## config.mk

```make
export PLATFORM = sky130hd
export DESIGN_NAME = pipe_stage_reg
export DESIGN_NICKNAME = d
export VERILOG_FILES = /design/src/rtl/pipe_stage_reg.sv
export SDC_FILE = /design/constraint.sdc
export NUM_CORES = 1
export LEC_CHECK = 0
export BUFFER_PORTS_ARGS = -buffer_cell sky130_fd_sc_hd__buf_2
export CORE_ASPECT_RATIO = 0.75
export CORE_UTILIZATION = 55
export DETAILED_ROUTE_END_ITERATION = 6
export MAX_ROUTING_LAYER = met4
export PLACE_DENSITY = 0.81
export SLEW_MARGIN = 5
export SYNTH_ARGS = -nofsm -noshare
export SYNTH_HDL_FRONTEND = slang
export SYNTH_SLANG_ARGS = --single-unit
```

## constraint.sdc

```tcl
create_clock -name clk -period 2.9 [get_ports clk]
set_clock_uncertainty 0.1 [all_clocks]
set_input_delay 0 -clock clk [delete_from_list [all_inputs] [get_ports clk]]
set_output_delay 0 -clock clk [all_outputs]
set_load 0.02 [all_outputs]
```

## src/rtl/pipe_stage_reg.sv

```systemverilog
// pipe_stage_reg: valid/ready pipeline stage register with a two-entry skid
// buffer. It supports an external hold, and a flush that turns held words
// into bubbles while keeping the masked payload fields. A saturating stall
// counter is included for performance monitoring.
module pipe_stage_reg #(
    parameter int                DATA_W          = 64,
    parameter logic [DATA_W-1:0] FLUSH_KEEP_MASK = DATA_W'(64'h0000_0000_FFFF_FFFF),
    parameter int                CNT_W           = 16
) (
    input  logic              clk,
    input  logic              reset,
    input  logic              in_valid,
    output logic              in_ready,
    input  logic [DATA_W-1:0] in_data,
    input  logic              hold,
    input  logic              flush,
    output logic              out_valid,
    input  logic              out_ready,
    output logic [DATA_W-1:0] out_data,
    output logic              out_bubble,
    output logic [CNT_W-1:0]  stall_cnt
);

    // Occupancy of the head (H) and skid (S) entries. S is only ever valid
    // when H is valid, so three states cover every legal combination.
    typedef enum logic [1:0] {
        EMPTY = 2'd0,
        ONE   = 2'd1,
        FULL  = 2'd2
    } occ_t;

    occ_t              state, state_nxt;
    logic [DATA_W-1:0] h_data, h_data_nxt;
    logic [DATA_W-1:0] s_data, s_data_nxt;
    logic              h_bubble, h_bubble_nxt;
    logic              s_bubble, s_bubble_nxt;
    logic              h_valid, s_valid;
    logic              acc, pop;

    assign h_valid = (state != EMPTY);
    assign s_valid = (state == FULL);

    // in_ready depends only on registered state and hold. This keeps
    // out_ready off the upstream timing path.
    assign in_ready   = !s_valid && !hold;
    assign out_valid  = h_valid && !hold;
    assign out_data   = h_data;
    assign out_bubble = h_bubble && h_valid;

    assign acc = in_valid && in_ready;
    assign pop = out_valid && out_ready;

    // Next occupancy and entry contents, followed by flush masking of every entry that is valid after the edge.
    always_comb begin
        // NOTE: every output of this block gets a default first, so no path leaves a value unassigned and no latch is inferred.
        state_nxt    = state;
        h_data_nxt   = h_data;
        h_bubble_nxt = h_bubble;
        s_data_nxt   = s_data;
        s_bubble_nxt = s_bubble;

        case (state)
            EMPTY: begin
                if (acc) begin
                    state_nxt    = ONE;
                    h_data_nxt   = in_data;
                    h_bubble_nxt = 1'b0;
                end
            end
            ONE: begin
                if (acc && pop) begin
                    h_data_nxt   = in_data;
                    h_bubble_nxt = 1'b0;
                end else if (acc) begin
                    state_nxt    = FULL;
                    s_data_nxt   = in_data;
                    s_bubble_nxt = 1'b0;
                end else if (pop) begin
                    state_nxt = EMPTY;
                end
            end
            FULL: begin
                // No accept is possible here because in_ready is low.
                if (pop) begin
                    state_nxt    = ONE;
                    h_data_nxt   = s_data;
                    h_bubble_nxt = s_bubble;
                    s_data_nxt   = '0;
                    s_bubble_nxt = 1'b0;
                end
            end
            default: begin
                state_nxt = EMPTY;
            end
        endcase

        // A flush also covers any word accepted on the same edge.
        if (flush) begin
            if (state_nxt != EMPTY) begin
                h_data_nxt   = h_data_nxt & FLUSH_KEEP_MASK;
                h_bubble_nxt = 1'b1;
            end
            if (state_nxt == FULL) begin
                s_data_nxt   = s_data_nxt & FLUSH_KEEP_MASK;
                s_bubble_nxt = 1'b1;
            end
        end
    end

    // State and entry registers. An asynchronous reset discards both entries.
    always_ff @(posedge clk or negedge reset) begin
        if (!reset) begin
            state    <= EMPTY;
            h_data   <= '0;
            h_bubble <= 1'b0;
            s_data   <= '0;
            s_bubble <= 1'b0;
        end else begin
            // NOTE: use non-blocking assignments so that every register samples pre-edge values, whatever the statement order.
            state    <= state_nxt;
            h_data   <= h_data_nxt;
            h_bubble <= h_bubble_nxt;
            s_data   <= s_data_nxt;
            s_bubble <= s_bubble_nxt;
        end
    end

    // Stall counter: counts cycles in which the head word is held or back-pressured. It saturates at all-ones.
    always_ff @(posedge clk or negedge reset) begin
        if (!reset) begin
            stall_cnt <= '0;
        end else if (h_valid && (hold || !out_ready) && !(&stall_cnt)) begin
            stall_cnt <= stall_cnt + CNT_W'(1);
        end
    end

endmodule

```

==> results.json, run 1 <==
{
  "viasPerCell": 6.162,
  "die_y_um": 100.2,
  "clk_latency_ps": 420,
  "nFillCells": 827,
  "fmax_mhz": 368.2,
  "wl_per_cell_um": 18.81,
  "root_buffer": "clkbuf_16",
  "swShare_pct": 41.21,
  "post-route-period-util_pct": 93.65,
  "p_clk_share_pct": 26.3,
  "cp.arrival_ps": 2920,
  "crit_path_start_kind": "flip-flop",
  "slew_violations": 0,
  "tightest_slew_ps": 862.0,
  "path_class": "reg2reg",
  "finalSetupViolations": 0,
  "intPower_mw": 5.098,
  "antenna_cells": 0,
  "synth-seq-cells": 148,
  "endpoint_kind": "flip-flop",
  "combinationalPowerShare_pct": 38.8,
  "power_density_nw_per_um2": 930.4,
  "synth_top_cell_by_area": "dfrtp_1",
  "tns_ps": 0,
  "antenna_found_initial": 0,
  "syn_inst": 704,
  "routabilityCongestion": 0.9066,
  "slew-limit-headroom_pct": 42.32,
  "synthArstFlopShare_pct": 100.0,
  "dp_hpwl_mm": 12.19,
  "vias": 6680,
  "synth-seq-area-share_pct": 52.37,
  "synth_most_common_cell": "dfrtp_1",
  "first_pass_iters": 7,
  "first_global_vias": 6601,
  "rsz0062_at_grt": "no",
  "synth_common_cells": "dfrtp_1 (148), nand2_1 (113), nor2_1 (71)",
  "status": "finished, violations left",
  "final.min_clock_period_ps": 2716,
  "regArea_um2": 3704,
  "ys_types": 48,
  "multiInputGateArea_um2": 3122,
  "grt_pass1_wl_mm": 32.48,
  "power_leakage_nw": 4.446,
  "drive_above_1_share_pct": 27.02,
  "clk_pin_slew_ps": 70,
  "cts.sinks": 148,
  "cts_inserted_buffers": 17,
  "crit_required_ps": 3100,
  "nets": 980,
  "grt_max_degree": 82,
  "synth_edf_count": 0,
  "synth_top_area_share_pct": 52.37,
  "worstReg2RegStart": "state[0]",
  "post-route-drc-count": 4,
  "critical_path.max_fanout": 27,
  "first_iter_violations": 618,
  "dieArea_um2": 13320,
  "hold_viol_final": 0,
  "synth_area_leaders": "dfrtp_1 (52%), a22oi_1 (6.8%), nand2_1 (6.0%)",
  "grt_usage_pct": 32.27,
  "violations": "design-rule violations",
  "synth_ff_type": "dfrtp_1",
  "overflow": 0,
  "r2r_cells": 8,
  "p_seq_share_pct": 35.0,
  "ioPinCount": 153,
  "r2r-end": "out_data[57]",
  "port-buffer-count": 152,
  "cts_tree": "done",
  "syn_nets": 779,
  "hold_path_class": "in2async",
  "place_inst": 986,
  "ff2ff_setup_slack_ps": 180,
  "synth_area_um2": 7072,
  "drt-total-wl_mm": 20.39,
  "ir_drop_uv": 622.5,
  "coreArea_um2": 12390,
  "die_x_um": 132.9,
  "final_cells": 1084,
  "syn2layout_area_growth_pct": 31.79,
  "avgSynthCellArea_um2": 10.05,
  "power.switching_mw": 3.573,
  "max-cap-violations": 0,
  "cts_htree_levels": 4,
  "start_util_pct": 57.06,
  "clockBufferDepth": 2,
  "yosysWarnings": 0,
  "num_rows": 35,
  "antenna_left": 0
}
## registers in the layout, indices dropped and copies added (netlist names)
| signal | cells |
|---|---|
| s_data | 64 |
| state | 2 |
| out_data | 64 |
| s_bubble | 1 |
| h_bubble | 1 |
| stall_cnt | 16 |
## cells in the final DEF, fill, tap and decap left out, types with 3 or more instances in the layout
cell           netlist  routed
inv_1                6       6
nor2_1              71      69
inv_8                0       5
clkbuf_16            0      17
dfrtp_1            148     148
nand4_1              8       8
buf_12               0       6
a31oi_1              6       6
xnor2_1              9       9
xor2_1               4       4
o21ai_0             58      58
buf_2               24     151
a222oi_1            28      28
a21oi_1              4       4
o21ai_1             11       9
a2bb2oi_1           28      28
nand3_1             11      11
dlygate4sd3_1        0      66
ha_1                 5       5
a22oi_1             64      64
inv_6                0       5
nand2b_1             3       3
nor3_1               4       4
mux2_2              30      30
buf_4                1      13
nand2_1            113     113
a22o_1               4       4
nor2_2               1       3
## cell families (layout without fill, tap and decap cells)
| logic type | after synthesis | after routing | share of synthesized area [%] |
|---|---|---|---|
| adders and majority gates | 5 | 5 | 0.8846 |
| DFF | 148 | 148 | 52.37 |
| and+or+nand+nor | 229 | 229 | 13.98 |
| muxes | 30 | 30 | 4.777 |
| buffers and inverters | 62 | 276 | 4.087 |
| xor gates and xnor gates | 13 | 13 | 1.610 |
| AOI/OAI and AO/OA | 217 | 217 | 22.29 |
## worst max path at each step
stage	start	endpoint
final	state[0]	out_data[57]
after global routing	state[0]	out_data[57]
after CTS	state[0]	out_data[57]
after detailed placement	state[0]	out_data[34]
after global placement	state[0]	out_data[56]
after floorplan	state[0]	out_data[39]
## power by group through the flow
stage	Clock, mW	Combinational, mW	Sequential, mW
floorplan	0	1.78	3.36
global placement	0	3.10	2.99
detailed placement	0	3.22	3.04
CTS	2.29	3.32	3.01
global route	2.40	3.63	3.09
finish	2.28	3.36	3.03
## layer usage
layer  routed length (um)  up-vias  GRT usage [%]
met5                    0        -              -
met4                  452        0          13.17
met3                 1737       50          6.616
met2                 9758      373          51.07
met1                 8440     3272          40.92
li1                     -     2985              -
## metrics by stage
stage	instance area, um^2	hold WS [ps]	util [%]	power (mW)	setup slack, ps
4_1_cts	9316	93.39	75.17	8.619	146.9
3_5_place_dp	8048	-10.61	64.94	6.254	237.6
2_1_floorplan	7072	-395.6	-	5.138	539.5
5_1_grt	9320	140.3	75.20	9.128	29.59
6_report	9320	75.87	75.20	8.671	184.1
3_3_place_gp	8048	-18.93	64.94	6.081	398.2
## what timing repair did
action,CTS,global route
setup endpoints to repair,0,1
resized for setup,0,1
hold buffers,66,0
hold endpoints to repair,206,0
setup buffers,0,0
## critical path, cell delays in order, from the launching register on
cell and delay (ps):
dfrtp_1 430, inv_1 120, ha_1 360, nor3b_4 340
buf_12 240, mux2_2 370, a222oi_1 320, a2bb2oi_1 220
nor2_1 70
## layout make-up
cell class              count  area share [%]
clock inverters            15           1.960
well taps                 166           2.228
inverters                   6          0.2416
multi-input cells         494           33.49
flip-flops and latches    148           39.74
clock buffers              17           4.564
repair buffers            238           17.77
Note: power is estimated with default switching activity, not from simulation.
==> inputs of run 2 (changes only) <==
--- a/config.mk
+++ b/config.mk
@@ -5,9 +5,10 @@
 export SDC_FILE = /design/constraint.sdc
 export NUM_CORES = 1
 export LEC_CHECK = 0
+export ABC_AREA = 1
 export BUFFER_PORTS_ARGS = -buffer_cell sky130_fd_sc_hd__buf_2
 export CORE_ASPECT_RATIO = 0.75
-export CORE_UTILIZATION = 55
+export CORE_UTILIZATION = 57
 export DETAILED_ROUTE_END_ITERATION = 6
 export MAX_ROUTING_LAYER = met4
 export PLACE_DENSITY = 0.81
==> results.json, run 2 <==
{
  "status": "finished, final reports clean",
  "ff2ff_setup_slack_ps": 400,
  "grt_max_degree": 87,
  "postCtsSetupRepairBufs": 0,
  "synth-seq-cells": 148,
  "fmax_mhz": 400.1,
  "grt_pass1_wl_mm": 43.60,
  "synth_area_um2": 8980,
  "crit_chain": "inv_1 -> ha_1 -> clkinv_1 -> nand2_1 -> nor2_4 -> nand2_1 -> nor2_2 -> nand2_1 -> nand3_1 -> nor2_1 -> a21oi_1",
  "root_buffer": "clkbuf_16",
  "first_iter_violations": 982,
  "nFillCells": 1188,
  "die_y_um": 110.7,
  "dieArea_um2": 16270,
  "cts_inserted_buffers": 17,
  "coreArea_um2": 15320,
  "dp_hpwl_mm": 15.69,
  "synth-seq-area-share_pct": 41.24,
  "die_x_um": 146.9,
  "overflow": 0,
  "final_common_cell": "nand2_1",
  "drt-total-wl_mm": 25.87,
  "power_leakage_nw": 5.860,
  "crit_required_ps": 3160,
  "synth_ff_type": "dfrtp_1",
  "clockBufferDepth": 2,
  "placed_area_um2": 9960,
  "hold_viol_final": 0,
  "vias": 9444,
  "antenna_left": 0,
  "slew_violations": 0,
  "ys_types": 27,
  "synth_common_cells": "nand2_1 (328), nand3_1 (225), inv_1 (205)",
  "cp_slowest_cell": "nor2_2",
  "viasPerCell": 5.424,
  "avgSynthCellArea_um2": 6.721,
  "routabilityCongestion": 0.8831,
  "power_density_nw_per_um2": 1011,
  "synth_compound_area_share_pct": 9.530,
  "cts.sinks": 148,
  "synth_mux_area_share_pct": 0,
  "synth_area_leaders": "dfrtp_1 (41%), nand2_1 (14%), nand3_1 (13%)",
  "endpoint_kind": "flip-flop",
  "nets": 1597,
  "synth_fa_ha_area_share_pct": 0.6967,
  "yosysWarnings": 0,
  "tns_ps": 0,
  "drive_above_1_share_pct": 15.37,
  "cp.arrival_ps": 2760,
  "num_rows": 39,
  "synthArstFlopShare_pct": 100.0,
  "synth_top_area_share_pct": 41.24,
  "clk_latency_ps": 430,
  "syn_inst": 1336,
  "ir_drop_uv": 693.0,
  "cpMostUsedCell": "nand2_1",
  "synth_edf_count": 0,
  "slew-limit-headroom_pct": 33.28,
  "synth_top_family_by_area": "simple AND/OR/NAND/NOR gates",
  "final_cell_mix": "nand2_1 (328), nand3_1 (225), inv_1 (205)",
  "synth_top_cell_by_area": "dfrtp_1",
  "final.min_clock_period_ps": 2499,
  "ioPinCount": 153,
  "synth_most_common_cell": "nand2_1",
  "max-cap-violations": 0,
  "syn2layout_area_growth_pct": 24.91,
  "ctsResizeCount": 0,
  "port-buffer-count": 152,
  "cp_slowest_stage_delay_ps": 770,
  "post-route-drc-count": 0,
  "first_global_vias": 9092,
  "synthXorXnorAreaFrac_pct": 0.7803,
  "critical_path.max_fanout": 24,
  "first_pass_iters": 5,
  "post-route-period-util_pct": 86.18,
  "syn_nets": 1411,
  "wl_per_cell_um": 14.86,
  "stdcell_area_um2": 11220,
  "tightest_slew_ps": 999.7,
  "cts_tree": "done",
  "antenna_found_initial": 1,
  "grt_usage_pct": 34.26,
  "cts_htree_levels": 4,
  "path_class": "reg2reg",
  "hold_buffers": 66,
  "crit_path_start_kind": "flip-flop",
  "hold_path_class": "in2reg",
  "synth-simple-area-share_pct": 34.76,
  "rsz0062_at_grt": "no",
  "finalSetupViolations": 0,
  "clk_pin_slew_ps": 70,
  "start_util_pct": 58.61
}
## run 2: cell types whose count changed after synthesis, sizes merged, moves of 30 or more
| cell | change |
|---|---|
| nor2 | +54 |
| nand2 | +216 |
| mux2 | -30 |
| a21oi | +99 |
| a22oi | -64 |
| nand3 | +215 |
| inv | +204 |
## run 2: layer usage
metal	routed length, um	global-route usage (%)	vias up	share of wire, %
met3	2373	7.160	61	9.2
met2	11670	50.77	514	45
li1	-	-	4594	-
met1	11270	46.56	4275	44
met5	0	-	-	0
met4	550	12.51	0	2.1
## run 2: logic make-up (layout without fill, tap and decap cells)
logic type,Yosys count,after routing
AO/OA/AOI/OAI,162,162
flip-flops,148,148
adder cells (fa/ha/maj),5,5
buffers and inverters,296,495
other,0,1
AND/OR/NAND/NOR,717,717
XOR/XNOR,8,8
## run 2: area by class of cell
type                            instances  area (um^2)  share of cell area (%)
Clock inverter                         13        151.4                   1.350
Tap cell                              205        256.5                   2.287
Multi-Input combinational cell        892         4123                   36.75
Clock buffer                           19        442.9                   3.949
Antenna cell                            1        2.502                 0.02231
Inverter                              211        792.0                   7.061
Timing Repair Buffer                  252         1745                   15.56
Sequential cell                       148         3704                   33.02
## run 2: where the power goes
part           switching [mW]  internal, mW
clock network           0.941          1.30
registers               0.481          2.89
logic                    3.90          1.82
## run 2: path summary, 6_finish.rpt
path,start,end,cells past startpoint
max in group asynchronous,reset,out_data[28],3
hold / removal,out_ready,stall_cnt[13],5
hold reg to reg,s_data[0],s_data[0],2
setup reg to reg,state[0],out_data[13],11
min in group asynchronous,reset,s_data[6],2
setup / recovery,state[0],out_data[13],11
## run 2: critical path: cells and delay by family, from the launching register on
| family | cells | cell delay, ps |
|---|---|---|
| AOI/OAI and AO/OA | 1 | 130 |
| adders and majority gates | 1 | 220 |
| buffers and inverters | 2 | 170 |
| DFF | 1 | 380 |
| and+or+nand+nor | 7 | 1420 |
## run 2: per-stage QoR
step	util, %	power, mW	hold WS, ps	setup slack, ps	cells
2_1_floorplan	-	7.256	-395.6	744.7	1336
3_3_place_gp	65.00	8.781	16.92	526.8	1642
3_5_place_dp	65.00	8.923	19.51	450.3	1642
4_1_cts	73.19	11.27	1.287	428.5	1740
5_1_grt	73.21	12.21	66.64	84.70	1741
6_report	73.21	11.34	16.97	400.8	1741
